### src/rtl/dmem_arbiter_pkg.sv
// Shared constants for the data-memory arbiter: request opcodes and FSM state encodings.
package dmem_arbiter_pkg;

    localparam int WORD_SIZE = 32;

    localparam logic [1:0] DMEM_OP_READ   = 2'b00;
    localparam logic [1:0] DMEM_OP_WRITE  = 2'b01;
    localparam logic [1:0] DMEM_OP_AMOADD = 2'b10;

    localparam logic [0:0] DARB_ARB    = 1'b0;
    localparam logic [0:0] DARB_AMO_WR = 1'b1;

    // Opcode 2'b11 is not a store, so it falls through as a read.
    function automatic logic op_is_write(input logic [1:0] op);
        return op == DMEM_OP_WRITE;
    endfunction

    function automatic logic op_is_amo(input logic [1:0] op);
        return op == DMEM_OP_AMOADD;
    endfunction

endpackage

### src/rtl/dmem_prio_arb.sv
// Fixed-priority two-way arbiter (r0 preferred) with a starvation counter that
// hands the slot to r1 once it has waited STARVE_LIMIT cycles.
module dmem_prio_arb #(
    parameter int STARVE_LIMIT = 4
) (
    input  logic       clk,
    input  logic       rst,
    input  logic       en,
    input  logic       r0_valid,
    input  logic       r1_valid,
    output logic [1:0] grant
);

    localparam int CNT_W = $clog2(STARVE_LIMIT + 1);
    localparam logic [CNT_W-1:0] CNT_MAX = CNT_W'(STARVE_LIMIT);

    logic [CNT_W-1:0] starve_cnt;
    logic             starved;

    assign starved = (starve_cnt == CNT_MAX) && r1_valid;

    always_comb begin
        grant = 2'b00;
        if (en) begin
            if (r0_valid && !starved) begin
                grant = 2'b01;
            end else if (r1_valid) begin
                grant = 2'b10;
            end
        end
    end

    // Counts every cycle r1 is left waiting, including lock cycles when en is low.
    always_ff @(posedge clk) begin
        if (rst) begin
            starve_cnt <= '0;
        end else if (!r1_valid || grant[1]) begin
            starve_cnt <= '0;
        end else if (starve_cnt != CNT_MAX) begin
            starve_cnt <= starve_cnt + 1'b1;
        end
    end

endmodule

### src/rtl/dmem_arbiter.sv
// Shares one single-port data memory between the load/store unit (r0) and the
// DMA/debug port (r1); sequences the two-cycle atomic fetch-and-add under lock.
module dmem_arbiter
    import dmem_arbiter_pkg::*;
#(
    parameter int ADDR_W       = WORD_SIZE,
    parameter int DATA_W       = WORD_SIZE,
    parameter int STARVE_LIMIT = 4
) (
    input  logic              clk,
    input  logic              rst,
    input  logic              r0_valid,
    output logic              r0_ready,
    input  logic [1:0]        r0_op,
    input  logic [ADDR_W-1:0] r0_addr,
    input  logic [DATA_W-1:0] r0_wdata,
    output logic              r0_rsp_valid,
    output logic [DATA_W-1:0] r0_rsp_rdata,
    input  logic              r1_valid,
    output logic              r1_ready,
    input  logic [1:0]        r1_op,
    input  logic [ADDR_W-1:0] r1_addr,
    input  logic [DATA_W-1:0] r1_wdata,
    output logic              r1_rsp_valid,
    output logic [DATA_W-1:0] r1_rsp_rdata,
    output logic              mem_we,
    output logic [ADDR_W-1:0] mem_a,
    output logic [DATA_W-1:0] mem_wd,
    input  logic [DATA_W-1:0] mem_rd,
    output logic              amo_busy
);

    logic [0:0]        state;
    logic [ADDR_W-1:0] amo_addr_q;
    logic [DATA_W-1:0] amo_opnd_q;
    logic [1:0]        rsp_q;
    logic [1:0]        grant;
    logic              in_arb;
    logic              granted;
    logic [1:0]        sel_op;
    logic [ADDR_W-1:0] sel_addr;
    logic [DATA_W-1:0] sel_wdata;

    assign in_arb = !rst && (state == DARB_ARB);

    dmem_prio_arb #(
        .STARVE_LIMIT(STARVE_LIMIT)
    ) u_prio_arb (
        .clk     (clk),
        .rst     (rst),
        .en      (in_arb),
        .r0_valid(r0_valid),
        .r1_valid(r1_valid),
        .grant   (grant)
    );

    assign granted   = |grant;
    assign sel_op    = grant[1] ? r1_op    : r0_op;
    assign sel_addr  = grant[1] ? r1_addr  : r0_addr;
    assign sel_wdata = grant[1] ? r1_wdata : r0_wdata;

    assign r0_ready = grant[0];
    assign r1_ready = grant[1];

    // The AMO write-back uses the old value returned by the read issued one cycle earlier.
    always_comb begin
        mem_we = granted && op_is_write(sel_op);
        mem_a  = sel_addr;
        mem_wd = sel_wdata;
        if (state == DARB_AMO_WR) begin
            mem_we = !rst;
            mem_a  = amo_addr_q;
            mem_wd = mem_rd + amo_opnd_q;
        end
    end

    always_ff @(posedge clk) begin
        if (rst) begin
            state      <= DARB_ARB;
            rsp_q      <= 2'b00;
            amo_addr_q <= '0;
            amo_opnd_q <= '0;
        end else begin
            rsp_q <= grant;
            if (state == DARB_AMO_WR) begin
                state <= DARB_ARB;
            end else if (granted && op_is_amo(sel_op)) begin
                state      <= DARB_AMO_WR;
                amo_addr_q <= sel_addr;
                amo_opnd_q <= sel_wdata;
            end
        end
    end

    assign r0_rsp_valid = rsp_q[0] && !rst;
    assign r1_rsp_valid = rsp_q[1] && !rst;
    assign r0_rsp_rdata = mem_rd;
    assign r1_rsp_rdata = mem_rd;
    assign amo_busy     = !rst && (state == DARB_AMO_WR);

endmodule

### config.mk
export PLATFORM = sky130hd
export DESIGN_NAME = dmem_arbiter
export DESIGN_NICKNAME = d
export VERILOG_FILES = /design/src/rtl/dmem_arbiter_pkg.sv /design/src/rtl/dmem_prio_arb.sv /design/src/rtl/dmem_arbiter.sv
export SDC_FILE = /design/constraint.sdc
export NUM_CORES = 1
export LEC_CHECK = 0
export ABC_AREA = 0
export BUFFER_PORTS_ARGS = -buffer_cell sky130_fd_sc_hd__buf_2
export CORE_UTILIZATION = 48
export CTS_BUF_LIST = sky130_fd_sc_hd__clkbuf_4 sky130_fd_sc_hd__clkbuf_8 sky130_fd_sc_hd__clkbuf_16
export DETAILED_ROUTE_END_ITERATION = 10
export PLACE_DENSITY = 0.82
export SLEW_MARGIN = 20
export SYNTH_ARGS = -nofsm -noshare
export SYNTH_HDL_FRONTEND = slang
export SYNTH_HIERARCHICAL = 1
export SYNTH_SLANG_ARGS = --single-unit
### constraint.sdc
create_clock -name clk -period 3.35 [get_ports clk]
set_input_delay 0.335 -clock clk [delete_from_list [all_inputs] [get_ports clk]]
set_output_delay 0.335 -clock clk [all_outputs]
set_load 0.05 [all_outputs]
Yosys cells after proc, flatten, opt, wreduce, memory -nomap -nowiden --
Index checks and enable logic that the tools add are counted.
Storage, ports and cells: register bits after elaboration 70
Operators by class: bitwise gates (word level) 1, reductions and logical operators 16, mux-type cells 10, equality and inequality tests 4, add/sub/neg operators 2
Operators with widths (count):
- 32-bit two-way mux | 4
- 32-bit adder | 1
- 1-bit logical AND | 8
- 2-bit two-way mux | 4
- 2-bit OR reduction | 3
- 3-bit by 1-bit adder with 3-bit output (second input constant) | 1
- 3-bit == test (second input constant) | 1
- 1-bit zero test | 3
- 3-bit != test (second input constant) | 1
- 2-bit by 1-bit == test with 1-bit output (second input constant) | 1
- 2-bit == test (second input constant) | 1
- 1-bit two-way mux | 2
- 2-bit AND reduction | 1
- 1-bit logical OR | 1
- 1-bit inverter | 1

Logic depth before layout (Yosys ltp) --
word-level depth 10, mapped depth 12, depth with buffers taken out 8

By module --
Netlist, hierarchy kept.
Modules (own cells, without submodules):
- dmem_arbiter | area each 6218.5 um2, cells each 735, times used 1
- dmem_prio_arb | area each 190.2 um2, cells each 21, times used 1

Worst setup path before layout --
No wires, ideal clock.
path kind reg2out, start register state, end output mem_wd[28], path slack -0.783 ns, arrival time 3.798 ns, stages on the path, launching flop included 13, required time 3.015 ns, path through dfxtp_1 > clkbuf_1 > clkbuf_1 > clkbuf_1 > nor2_1 > and3_1 > clkbuf_1 > buf_2 > buf_4 > mux2i_1 > nand2_1 > o21ai_0 > a311oi_1
On the way: word-level cells in the longest chain between the ends 5
RTL lines:
- from (decl) | RTL line dmem_arbiter.sv:33 | logic [0:0] state;
- from (signal assigned) | RTL line dmem_arbiter.sv:79 | state <= DARB_ARB;
- from (signal assigned) | RTL line dmem_arbiter.sv:86 | state <= DARB_ARB;
- from (signal assigned) | RTL line dmem_arbiter.sv:88 | state <= DARB_AMO_WR;
- 1-bit inverter (no line)
- 1-bit logical AND | RTL line dmem_arbiter.sv:44 | assign in_arb = !rst && (state == DARB_ARB);
- via in_arb | RTL line dmem_arbiter.sv:38 | logic in_arb;
- 2-bit two-way mux | RTL line dmem_prio_arb.sv:24 | if (en) begin
- via r1_ready | RTL line dmem_arbiter.sv:20 | output logic r1_ready,
- 32-bit two-way mux | RTL line dmem_arbiter.sv:60 | assign sel_wdata = grant[1] ? r1_wdata : r0_wdata;
- 32-bit two-way mux | RTL line dmem_arbiter.sv:70 | if (state == DARB_AMO_WR) begin
- to (decl) | RTL line dmem_arbiter.sv:28 | output logic [DATA_W-1:0] mem_wd,
The timed path passes the listed nets, and every way through them passes these cells.

Worst setup path in the final report --
start register amo_opnd_q[0], end output mem_wd[30]
On the way: word-level cells in the longest chain between the ends 2
RTL lines:
- from (decl) | RTL line dmem_arbiter.sv:35 | logic [DATA_W-1:0] amo_opnd_q;
- from (signal assigned) | RTL line dmem_arbiter.sv:90 | amo_opnd_q <= sel_wdata;
- 32-bit adder | RTL line dmem_arbiter.sv:73 | mem_wd = mem_rd + amo_opnd_q;
- 32-bit two-way mux | RTL line dmem_arbiter.sv:70
No other way between the ends.

==> run_results.csv <==
group,metric,value,unit
status,status,"complete, no violations",
global_routing,grt_pass1_wl,28340,µm
global_routing,track_usage,24.94,%
floorplanning,coreArea,12820,µm²
floorplanning,die-area,13820,µm²
floorplanning,fp.dieH,117.6,µm
cts,cts_inserted_buffers,9,
timing,tns,0,ns
hold_path,min_path_type,"primary input to flip-flop",
floorplanning,fp.dieW,117.6,µm
timing,period_share,98.40,%
critical_path,cp.arrival,2.96,ns
global_routing,top_usage_layer,"met2",
cts,cts_tree,"built",
logic_synthesis,netlist_area,6409,µm²
routing,drtIter0Drc,338,
critical_path,worstPathMaxFanout,6,
logic_synthesis,synth.cells.most_frequent,"97 x nor2_1, 77 x mux2i_1, 71 x mux2_2",
timing,setup_viol,0,
global_routing,gr-usage-met2,44.90,%
cts,root_buffer,"clkbuf_16",
routing,finalWirelength,18030,µm
timing,fmax,303.4,MHz
cts,cts.sinks,70,
place,dpl.hpwl,13510,µm
logic_synthesis,async_flop_share,0,%
cells_and_area,n_antenna_cell,0,
global_routing,grt_antenna_before_repair,1,
global_routing,use_met3,4.506,%
timing,skew,0.004660,ns
global_routing,grt_pass1_vias,6006,
place,gp_congestion,0.9593,
pwr,power.density,377.2,nW/µm²
critical_path,rrSetupSlack,0.61,ns
logic_synthesis,ys_seq_area_share,21.87,%
cells_and_area,stdcell_area,8028,µm²
critical_path,worstSetupPathType,"flip-flop to output pin",
logic_synthesis,netlist_instances,756,
cts,cts_buffer_depth,2,
logic_synthesis,synth_flop_cell,"dfxtp_1",
critical_path,endpoint,"mem_wd[30]",
timing,hold_violations,0,
pwr,p_leak,3.569,nW
logic_synthesis,synth_largest_area_cell,"dfxtp_1",
cts,postCtsSetupRepairBufs,0,
floorplanning,num_rows,41,
cts,cts_hold_buf,0,
timing,maxSlewHeadroom,46.96,%
cts,cts_max_level,3,
global_routing,globalRouteMet1Util,28.79,%
logic_synthesis,ys_types,68,
cts,cts.clk_slew.worst_paths,0.06,ns
logic_synthesis,synth.avg_cell_area,8.477,µm²
routing,dr.pass1.iters,4,
logic_synthesis,synth_most_common_cell,"nor2_1",
place,io_buffers,301,
critical_path,critPathRequiredTime,3.01,ns
routing,routed_via_density,5.570,
critical_path,r2r_start,"u_prio_arb/starve_cnt[0]$_SDFFE_PP0P_",
cells_and_area,fin_util,62.60,%
routing,wl_per_cell,15.71,µm
timing,maxSlewViolCount,0,
timing,whs,0.3750,ns
timing,min_period,3.296,ns
logic_synthesis,yosysWarnings,6,
routing,post-route-drc-count,0,
pwr,ir_worst_vdd,0.0001932,V
logic_synthesis,yosys.area.top_type_share,21.87,%
floorplanning,pin_count,302,
timing,worst_pin_slew,0.7956,ns
cts,clock_latency,0.34,ns
place,post_dp_cell_area,7680,µm²
logic_synthesis,synth_area_leaders,"dfxtp_1 22%, mux2_2 12%, mux2i_1 12%",
cells_and_area,nets,1173,
critical_path,worst_r2r_endpoint,"amo_opnd_q[0]$_SDFFE_PP0P_",
critical_path,start_kind,"flip-flop",
critical_path,cp-end-kind,"output pin",
floorplanning,initial_core_util,49.97,%
critical_path,reg2reg_depth,10,
flow_run,maxCapViolCount,0,
cells_and_area,syn_to_final_growth,25.26,%
global_routing,grt_start_max_net_pins,73,
logic_synthesis,synth_fp_nets,958,
logic_synthesis,synth-seq-cells,70,
logic_synthesis,synth_edf_count,0,
routing,vias,6394,
cells_and_area,drive_gt1_share,46.41,%
critical_path,crit_start,"amo_opnd_q[0]$_SDFFE_PP0P_",
global_routing,grt_overflow,0,
routing,ant_nets,0,
## cell type report
type                       instances  area [µm²]
clock buffer                       9       225.2
clock inverter                     7       73.82
fill                            1116        4797
inverter                           7       26.28
multi-input combinational        570        4454
sequential                        70        1403
tap                              172       215.2
timing repair buffer             313        1630
## sequential cells by signal, summed over array words and instances (netlist names)
signal / count
amo_opnd_q: 32
rsp_q: 2
amo_addr_q: 32
u_prio_arb/starve_cnt: 3
state: 1
## cell families after synthesis
| kind of cell | after synthesis | synth area share (%) |
|---|---|---|
| AOI/OAI and AO/OA | 170 | 18.98 |
| xor gates and xnor gates | 19 | 2.597 |
| adders and majority gates | 34 | 6.755 |
| buffers and inverters | 117 | 11.03 |
| DFF | 70 | 21.87 |
| muxes | 148 | 24.50 |
| and+or+nand+nor | 198 | 14.27 |
## critical path, cell delays in order, from the launching register on
cell and delay, ns:
dfxtp_1 0.31, ha_1 0.23, fa_1 0.45, a211oi_2 0.28, o211ai_2 0.23, and3_4 0.24, o2111ai_2 0.31, a21oi_1 0.13
a211oi_2 0.21, buf_4 0.22
## cell usage in the layout, fill, tap and decap left out, types with 4 or more instances in the layout
cell type | Yosys | final
buf_4 | 65 | 11
nor2b_1 | 5 | 5
nor2_1 | 97 | 97
nand3_1 | 10 | 10
o21bai_1 | 5 | 5
inv_1 | 6 | 6
nand3b_1 | 5 | 5
nand2_1 | 40 | 40
mux2i_2 | 0 | 4
buf_2 | 19 | 299
o21ai_1 | 6 | 7
a211oi_2 | 3 | 7
o211ai_1 | 4 | 4
o21ai_0 | 13 | 12
a21o_1 | 16 | 16
mux2i_1 | 77 | 73
nor3_2 | 1 | 4
nor4_1 | 4 | 4
xnor2_1 | 15 | 15
dfxtp_1 | 70 | 69
a21oi_2 | 5 | 12
clkbuf_16 | 0 | 9
a21oi_1 | 45 | 37
nand4_1 | 7 | 7
a211oi_1 | 33 | 29
ha_1 | 33 | 33
xor2_1 | 4 | 4
o221ai_1 | 5 | 4
a31oi_1 | 5 | 4
mux2_2 | 71 | 71
## per-stage QoR
step | power [W] | worst slack [ns] | instances
after floorplan | 0.001807 | -0.1008 | 756
after global placement | 0.002041 | 0.1782 | 1131
after detailed placement | 0.002053 | 0.1320 | 1131
after CTS | 0.003035 | 0.01066 | 1147
after global routing | 0.003163 | -0.005626 | 1148
final | 0.003028 | 0.05361 | 1148
## report_power, final
group	switching, W	leakage [nW]	internal (W)
Combinational	0.000786	2.85	0.000383
Sequential	0.0000174	0.569	0.000865
Clock	0.000398	0.146	0.000579
Total	0.00120	3.57	0.00183
## how the worst min path moves through the flow
stage                                startpoint                     endpoint  slack, ns  cells after the start
detailed placement   amo_addr_q[5]$_SDFFE_PP0P_   amo_addr_q[5]$_SDFFE_PP0P_       0.48                      2
global route                         r1_addr[2]   amo_addr_q[2]$_SDFFE_PP0P_       0.38                      4
finish                               r0_addr[0]   amo_addr_q[0]$_SDFFE_PP0P_       0.38                      4
floorplan            amo_addr_q[0]$_SDFFE_PP0P_   amo_addr_q[0]$_SDFFE_PP0P_       0.46                      2
global placement    amo_addr_q[14]$_SDFFE_PP0P_  amo_addr_q[14]$_SDFFE_PP0P_       0.47                      2
CTS                                 r1_addr[31]  amo_addr_q[31]$_SDFFE_PP0P_       0.37                      4
## repair_timing
action                                  4_1_cts  5_1_grt
gates cloned                                  0        1
resized for setup                             1       11
pin swaps                                     0        3
endpoints found under the setup margin        2        7
## per-layer routing
layer | up-vias | wire [µm]
met2 | 290 | 8954
met3 | 43 | 1219
met5 | - | 10
met1 | 2938 | 7400
li1 | 3121 | -
met4 | 2 | 449
Power figures use the tool's default switching activity.
